$ cat src/rtl/frame_acq_pkg.sv
// Shared encodings for the frame acquisition controller: FSM states, capture
// modes and the overrun saturation limit.
package frame_acq_pkg;

    localparam logic [2:0] S_IDLE       = 3'd0;
    localparam logic [2:0] S_WAIT_START = 3'd1;
    localparam logic [2:0] S_WAIT_TRIG  = 3'd2;
    localparam logic [2:0] S_CAPTURE    = 3'd3;
    localparam logic [2:0] S_DONE       = 3'd4;

    typedef enum logic [2:0] {
        StIdle      = S_IDLE,
        StWaitStart = S_WAIT_START,
        StWaitTrig  = S_WAIT_TRIG,
        StCapture   = S_CAPTURE,
        StDone      = S_DONE
    } acq_state_e;

    localparam logic [1:0] MODE_FREE   = 2'd0;
    localparam logic [1:0] MODE_SINGLE = 2'd1;
    localparam logic [1:0] MODE_TRIG   = 2'd2;
    localparam logic [1:0] MODE_OFF    = 2'd3;

    localparam logic [7:0] OVR_MAX = 8'd255;

endpackage

$ cat src/rtl/acq_prescaler.sv
// Free-running divider producing a one-cycle tick every PRESC clocks; shared
// with the display refresh logic.
module acq_prescaler #(
    parameter int unsigned PRESC = 10000000
) (
    input  logic i_clk,
    input  logic i_reset_n,
    output logic o_start_tick
);

    localparam int unsigned CNT_W = (PRESC > 1) ? $clog2(PRESC) : 1;
    localparam logic [CNT_W-1:0] LAST = CNT_W'(PRESC - 1);

    logic [CNT_W-1:0] r_cnt;

    always_ff @(posedge i_clk) begin
        if (!i_reset_n) begin
            r_cnt <= '0;
        end else if (r_cnt == LAST) begin
            r_cnt <= '0;
        end else begin
            r_cnt <= r_cnt + 1'b1;
        end
    end

    assign o_start_tick = (r_cnt == LAST);

endmodule

$ cat src/rtl/frame_acq_ctrl.sv
// Acquisition controller: captures 2^ADDR_W decimated samples per frame into the
// FFT frame buffer in free-run, single-shot or level-trigger mode.
module frame_acq_ctrl
    import frame_acq_pkg::*;
#(
    parameter int unsigned DATA_W  = 16,
    parameter int unsigned ADDR_W  = 10,
    parameter int unsigned PRESC   = 10000000,
    parameter int unsigned DECIM_W = 4
) (
    input  logic               i_clk,
    input  logic               i_reset_n,
    input  logic [1:0]         i_mode,
    input  logic               i_arm,
    input  logic               i_abort,
    input  logic [DECIM_W-1:0] i_decim,
    input  logic [DATA_W-1:0]  i_trig_level,
    input  logic               i_sample_valid,
    input  logic [DATA_W-1:0]  i_sample_data,
    output logic               o_buf_en,
    output logic               o_buf_we,
    output logic [ADDR_W-1:0]  o_buf_addr,
    output logic [DATA_W-1:0]  o_buf_din,
    output logic               o_frame_ready,
    input  logic               i_frame_ack,
    output logic               o_start_tick,
    output logic               o_busy,
    output logic [7:0]         o_overrun_cnt
);

    acq_state_e         r_state;
    logic [1:0]         r_mode_q;
    logic [DATA_W-1:0]  r_prev;
    logic               r_prev_ok;
    logic [DECIM_W-1:0] r_dcnt;
    logic [ADDR_W-1:0]  r_wptr;
    logic               r_buf_we;
    logic [ADDR_W-1:0]  r_buf_addr;
    logic [DATA_W-1:0]  r_buf_din;
    logic               r_frame_ready;
    logic [7:0]         r_ovr;

    logic w_tick;
    logic w_trig;
    logic w_last_wr;
    logic w_ovr_inc;

    acq_prescaler #(
        .PRESC(PRESC)
    ) u_prescaler (
        .i_clk       (i_clk),
        .i_reset_n   (i_reset_n),
        .o_start_tick(w_tick)
    );

    assign w_trig = i_sample_valid && r_prev_ok
                    && ($signed(r_prev) < $signed(i_trig_level))
                    && ($signed(i_sample_data) >= $signed(i_trig_level));

    // The final address is on the buffer port this cycle; the frame is complete.
    assign w_last_wr = r_buf_we && (r_buf_addr == {ADDR_W{1'b1}});

    assign w_ovr_inc = w_tick && (r_mode_q == MODE_FREE)
                       && ((r_state == StCapture) || (r_state == StDone))
                       && (r_ovr != OVR_MAX);

    always_ff @(posedge i_clk) begin
        if (!i_reset_n) begin
            r_state       <= StIdle;
            r_mode_q      <= '0;
            r_prev        <= '0;
            r_prev_ok     <= 1'b0;
            r_dcnt        <= '0;
            r_wptr        <= '0;
            r_buf_we      <= 1'b0;
            r_buf_addr    <= '0;
            r_buf_din     <= '0;
            r_frame_ready <= 1'b0;
            r_ovr         <= '0;
        end else begin
            r_buf_we <= 1'b0;
            if (i_sample_valid) begin
                r_prev    <= i_sample_data;
                r_prev_ok <= 1'b1;
            end
            if (i_abort) begin
                r_state       <= StIdle;
                r_wptr        <= '0;
                r_dcnt        <= '0;
                r_frame_ready <= 1'b0;
            end else begin
                if (w_ovr_inc) begin
                    r_ovr <= r_ovr + 1'b1;
                end
                unique case (r_state)
                    StIdle: begin
                        if (i_mode == MODE_FREE) begin
                            r_mode_q <= i_mode;
                            r_state  <= StWaitStart;
                        end else if (i_arm && (i_mode == MODE_SINGLE)) begin
                            r_mode_q <= i_mode;
                            r_state  <= StCapture;
                            r_wptr   <= '0;
                            r_dcnt   <= '0;
                        end else if (i_arm && (i_mode == MODE_TRIG)) begin
                            r_mode_q  <= i_mode;
                            r_state   <= StWaitTrig;
                            r_prev_ok <= 1'b0;
                        end
                    end
                    StWaitStart: begin
                        if (w_tick) begin
                            r_state <= StCapture;
                            r_wptr  <= '0;
                            r_dcnt  <= '0;
                        end
                    end
                    StWaitTrig: begin
                        // The triggering sample is the first accepted sample.
                        if (w_trig) begin
                            r_state    <= StCapture;
                            r_buf_we   <= 1'b1;
                            r_buf_addr <= '0;
                            r_buf_din  <= i_sample_data;
                            r_wptr     <= ADDR_W'(1);
                            r_dcnt     <= (i_decim == '0) ? '0 : DECIM_W'(1);
                        end
                    end
                    StCapture: begin
                        if (w_last_wr) begin
                            r_state       <= StDone;
                            r_frame_ready <= 1'b1;
                        end else if (i_sample_valid) begin
                            if (r_dcnt == '0) begin
                                r_buf_we   <= 1'b1;
                                r_buf_addr <= r_wptr;
                                r_buf_din  <= i_sample_data;
                                r_wptr     <= r_wptr + 1'b1;
                            end
                            r_dcnt <= (r_dcnt == i_decim) ? '0 : r_dcnt + 1'b1;
                        end
                    end
                    StDone: begin
                        if (i_frame_ack) begin
                            r_frame_ready <= 1'b0;
                            if ((i_mode != r_mode_q) || (r_mode_q != MODE_FREE)) begin
                                r_state <= StIdle;
                            end else begin
                                r_state <= StWaitStart;
                            end
                        end
                    end
                    default: r_state <= StIdle;
                endcase
            end
        end
    end

    assign o_buf_en      = r_buf_we;
    assign o_buf_we      = r_buf_we;
    assign o_buf_addr    = r_buf_addr;
    assign o_buf_din     = r_buf_din;
    assign o_frame_ready = r_frame_ready;
    assign o_start_tick  = w_tick;
    assign o_busy        = (r_state != StIdle);
    assign o_overrun_cnt = r_ovr;

endmodule

$ cat config.mk
export PLATFORM = sky130hd
export DESIGN_NAME = frame_acq_ctrl
export DESIGN_NICKNAME = d
export VERILOG_FILES = /design/src/rtl/frame_acq_pkg.sv /design/src/rtl/acq_prescaler.sv /design/src/rtl/frame_acq_ctrl.sv
export SDC_FILE = /design/constraint.sdc
export NUM_CORES = 1
export LEC_CHECK = 0
export CAP_MARGIN = 20
export CORE_UTILIZATION = 35
export CTS_CLUSTER_DIAMETER = 150
export DETAILED_ROUTE_END_ITERATION = 8
export PLACE_DENSITY = 0.67
export SLEW_MARGIN = 20
export SYNTH_ARGS = -nofsm -noshare
export SYNTH_HDL_FRONTEND = slang
export SYNTH_SLANG_ARGS = --single-unit
export TNS_END_PERCENT = 10
$ cat constraint.sdc
create_clock -name i_clk -period 2.7 [get_ports i_clk]
set_input_delay 0.54 -clock i_clk [delete_from_list [all_inputs] [get_ports i_clk]]
set_output_delay 0.54 -clock i_clk [all_outputs]
set_load 0.01 [all_outputs]
==> run summary <==
The die footprint is 0.0154 mm². The minimum setup slack among reg-to-reg paths came out at 0.36 ns. Measured against the total synthesized area, the mux share comes to 0.0637. Clock-pin slew was measured on the worst setup and hold paths at roughly 0.070 ns. The fraction of synthesized cell area in xor and xnor cells came out at 0.0539. The via density per instance came out at 5.31. Counting every net in the synthesized netlist gives 683. The number of maximum-capacitance constraint violations came out at 0. Cell internal power was estimated by the tool at 2.53 mW. Yosys mapped a number of flops with a built-in enable equal to 0. Entering global routing, the biggest net connects 54 pins.

The most common flop cell mapped by yosys is sky130_fd_sc_hd__dfxtp_1. The data arrival time at the worst-slack endpoint came out at between 2 and 3 ns. The fraction of the mapped netlist area in compound gates is 0.136. The number of fill cells came out at 1323.

The count of final setup violators came out at 0. The final weighted congestion in routability-driven placement is around 0.88. The measured slew at the worst slew-check pin is 0.646 ns. The sequential share of the synthesized area came out at 0.369. The netlist area before placement came out at 0.00520 mm². After layout, the design draws a total of 3.37 mW.

The headroom to the max-slew limit is 0.566. The setup TNS is 0 ns. The number of vias after detailed routing is approximately 4800. Pin placement for this block handled 83 I/O pins. The proportion of synthesized flip-flops having asynchronous set or reset came out at 0. The clock period minus final worst setup slack came out at about 2.6 ns. The number of endpoints with negative hold slack in the final report came out at 0.

The count of nets left with antenna violations once routing finished came out at 0. The detailed-router iteration count before antenna repair came out at 5. The die height is between 100 and 150 µm.

In this run the critical register-to-register path is captured at r_wptr[2]$_SDFFE_PP0P_. The number of buffers added by the clock tree synthesis step came out at 9. The worst setup path category is input port to flop.

For this design the total switching power over the nets is 844 µW. Data on the critical path is required at its endpoint by 2.98 ns. The number of levels the H-tree was split into came out at 3. The worst setup path is launched from an input port. The combinational share of power is 0.146. The share of total power dissipated in the clock network is 0.421. The post-synthesis share of cell area spent on and, or, nand and nor gates is 0.244. In this run the worst setup path begins at i_trig_level[1].

The origin of the critical flop-to-flop path is r_state[0]$_SDFFE_PP0P_. The signed area change from the synthesized netlist to the final layout came out at 40.0%. Static timing analysis puts the maximum clock frequency at 0.385 GHz. The diode insertion count for antenna repair came out at 0. The total number of yosys warnings came out at 0. In this run the horizontal extent of the chip is 124 µm. The first global-routing pass estimated between 20000 and 25000 µm of wire. The clock sink total is 96. The final clock period utilization by the worst path is 0.963. The clock latency reported for the late side of the worst-skew pair is between 0.3 and 0.4 ns. The number of cell instances on the worst register-to-register path is 8.

The detailed-route wire length is around 14000 µm. The register bit count reported by yosys is between 90 and 100. Synthesis produced 603 cells.

Of the total synthesized cell area, the portion taken by full adders, half adders and majority gates is 0.0866. Across every metal layer, demand over resource in global routing totals 0.194. The worst clock skew on the final layout came out at 0.00999 ns.

The peak supply drop came out at 0.251 mV. The clock tree from TritonCTS is done. The static power due to leakage came out at 2.97 nW. After detailed routing, the number of remaining DRC violations is 0. The kind of end point of the critical path is a flop. The run finished with clean final reports. The switching share of power came out at 0.250. The maximum number of buffers from clock root to sink is 2.

The synthesized area per cell is 8.63 µm². Detailed placement ended at an HPWL of roughly 9900 µm. The number of antenna violations at the first check in global routing is 0.

Summed over all layers, the global routing overflow is 0. For this configuration, the core starts out at a cell density of 0.358. The net count reported at finish is 803. The standard-cell row count came out at 44. The count of cell types in the netlist came out at 67. The number of DRC markers after the initial detailed-route iteration is 184.

The share of layout cells above drive strength 1 came out at 0.187. The number of pins exceeding their max-slew limit in the final report came out at 0. Power spread over the standard cell area amounts to 463 mW/mm². The via count of the first global-routing pass came out at approximately 4800.

The sequential share of power is 0.433. The worst hold path belongs to the class flop to flop. The highest net fanout along the worst path came out at 8. The clock root buffer is sky130_fd_sc_hd__clkbuf_16.

The placeable core region is 0.0145 mm². By area, the combinational part of the netlist is dominated by simple AND/OR/NAND/NOR gates. The capture point of the worst path is o_buf_din[10]$_SDFFE_PN0P_.

The count of buffers from port buffering is 82. The routed wirelength normalized by instance count is 15.7 µm.
metrics by stage:
stage / area [µm²] / hold WS (ns) / worst slack [ns] / utilization / instances
finish: 7280 / 0.458 / 0.0997 / 0.501 / 912
global route: 7280 / 0.481 / -0.0123 / 0.501 / 912
CTS: 7000 / 0.455 / -0.0400 / 0.482 / 909
detailed placement: 6470 / 0.444 / -0.596 / 0.445 / 889
global placement: 6470 / 0.425 / -0.524 / 0.445 / 889
floorplan: 5200 / 0.413 / 0.109 / - / 603
registers in the layout, indices dropped and copies added, names as in the netlist:
name               cells
o_buf_addr            10
o_buf_din             16
o_buf_en               1
o_frame_ready          1
o_overrun_cnt          8
r_dcnt                 4
r_mode_q               2
r_prev                16
r_prev_ok              1
r_state                3
r_wptr                10
u_prescaler.r_cnt     24
how the worst min path moves through the flow:
stage                     slack (ns)                         endpoint  cells past startpoint                             from
final                           0.46       o_buf_din[13]$_SDFFE_PN0P_                      2       o_buf_din[13]$_SDFFE_PN0P_
after global routing            0.48       o_buf_din[14]$_SDFFE_PN0P_                      2       o_buf_din[14]$_SDFFE_PN0P_
after CTS                       0.45  u_prescaler.r_cnt[0]$_SDFF_PP0_                      1  u_prescaler.r_cnt[0]$_SDFF_PP0_
after detailed placement        0.44  u_prescaler.r_cnt[0]$_SDFF_PP0_                      1  u_prescaler.r_cnt[0]$_SDFF_PP0_
after global placement          0.43  u_prescaler.r_cnt[0]$_SDFF_PP0_                      1  u_prescaler.r_cnt[0]$_SDFF_PP0_
after floorplan                 0.41  u_prescaler.r_cnt[0]$_SDFF_PP0_                      1  u_prescaler.r_cnt[0]$_SDFF_PP0_
synth_stat cells, drive strengths merged, types with 10 or more instances:
cell,number,area share
dfxtp,96,0.37
nand2,76,0.055
nor2,50,0.036
ha,36,0.087
mux2i,32,0.062
inv,30,0.022
a21oi,25,0.024
nand3,22,0.021
o21ai,21,0.020
clkbuf,20,0.014
nor2b,20,0.024
xor2,20,0.034
nand4,16,0.020
xnor2,12,0.020
a32o,10,0.019
and3,10,0.012
nor4,10,0.012
kinds of logic after synthesis:
| kind of cell | after synthesis |
|---|---|
| flops | 96 |
| buf+inv | 55 |
| xor+xnor | 32 |
| fa+ha+maj | 36 |
| compound gates | 102 |
| simple gates | 249 |
| mux | 33 |
area by class of cell:
| cell class | instances | area (µm²) | area share |
|---|---|---|---|
| Clock buffer | 10 | 239 | 0.0328 |
| Tap cell | 184 | 230 | 0.0316 |
| Clock inverter | 6 | 91.3 | 0.0125 |
| Sequential cell | 96 | 1920 | 0.264 |
| Multi-Input combinational cell | 452 | 3360 | 0.461 |
| Inverter | 30 | 113 | 0.0155 |
| Timing Repair Buffer | 134 | 1330 | 0.182 |
per-layer routing:
metal	routed length (µm)	vias up	share of wire	global-route usage
met5	0	-	0	0
met4	586	0	0.041	0.114
met3	739	41	0.052	0.0325
met2	6700	156	0.47	0.312
met1	6260	2261	0.44	0.243
li1	-	2384	-	-
worst max-delay path, stage by stage:
cell and delay, ns:
sky130_fd_sc_hd__dlygate4sd2_1 0.25, sky130_fd_sc_hd__inv_2 0.08, sky130_fd_sc_hd__ha_4 0.20, sky130_fd_sc_hd__and2b_2 0.19, sky130_fd_sc_hd__o211ai_1 0.20, sky130_fd_sc_hd__a2111o_1 0.21
sky130_fd_sc_hd__buf_6 0.11, sky130_fd_sc_hd__a31oi_4 0.11, sky130_fd_sc_hd__buf_6 0.14, sky130_fd_sc_hd__or2_4 0.25, sky130_fd_sc_hd__o22ai_4 0.23, sky130_fd_sc_hd__buf_12 0.19
sky130_fd_sc_hd__mux2i_1 0.18
cells in the final DEF (no fill, tap or decap), types with 16 or more instances in the layout:
| cell | instances |
|---|---|
| sky130_fd_sc_hd__mux2i_1 | 32 |
| sky130_fd_sc_hd__clkdlybuf4s50_1 | 48 |
| sky130_fd_sc_hd__o21ai_0 | 17 |
| sky130_fd_sc_hd__xor2_1 | 20 |
| sky130_fd_sc_hd__dlymetal6s2s_1 | 28 |
| sky130_fd_sc_hd__nand3_1 | 22 |
| sky130_fd_sc_hd__buf_4 | 45 |
| sky130_fd_sc_hd__nor2_1 | 49 |
| sky130_fd_sc_hd__ha_1 | 19 |
| sky130_fd_sc_hd__nand2_1 | 76 |
| sky130_fd_sc_hd__a21oi_1 | 23 |
| sky130_fd_sc_hd__dfxtp_1 | 96 |
| sky130_fd_sc_hd__ha_4 | 16 |
| sky130_fd_sc_hd__nor2b_1 | 19 |
power by group through the flow:
stage	registers (mW)	logic, mW	clock network (mW)
after global routing	1.46	0.540	1.51
final	1.46	0.493	1.42
after floorplan	1.48	0.225	0
after global placement	1.49	0.398	0
after CTS	1.46	0.446	1.45
after detailed placement	1.49	0.412	0
timing repair:
action                     in CTS  in global routing
pin swaps                      14                 23
gates resized for setup        31                 68
hold buffers                    0                  0
cloned                          1                  0
setup endpoints to repair      40                 42
buffers inserted                3                  3
No activity file was read; power rests on OpenSTA's default activity.
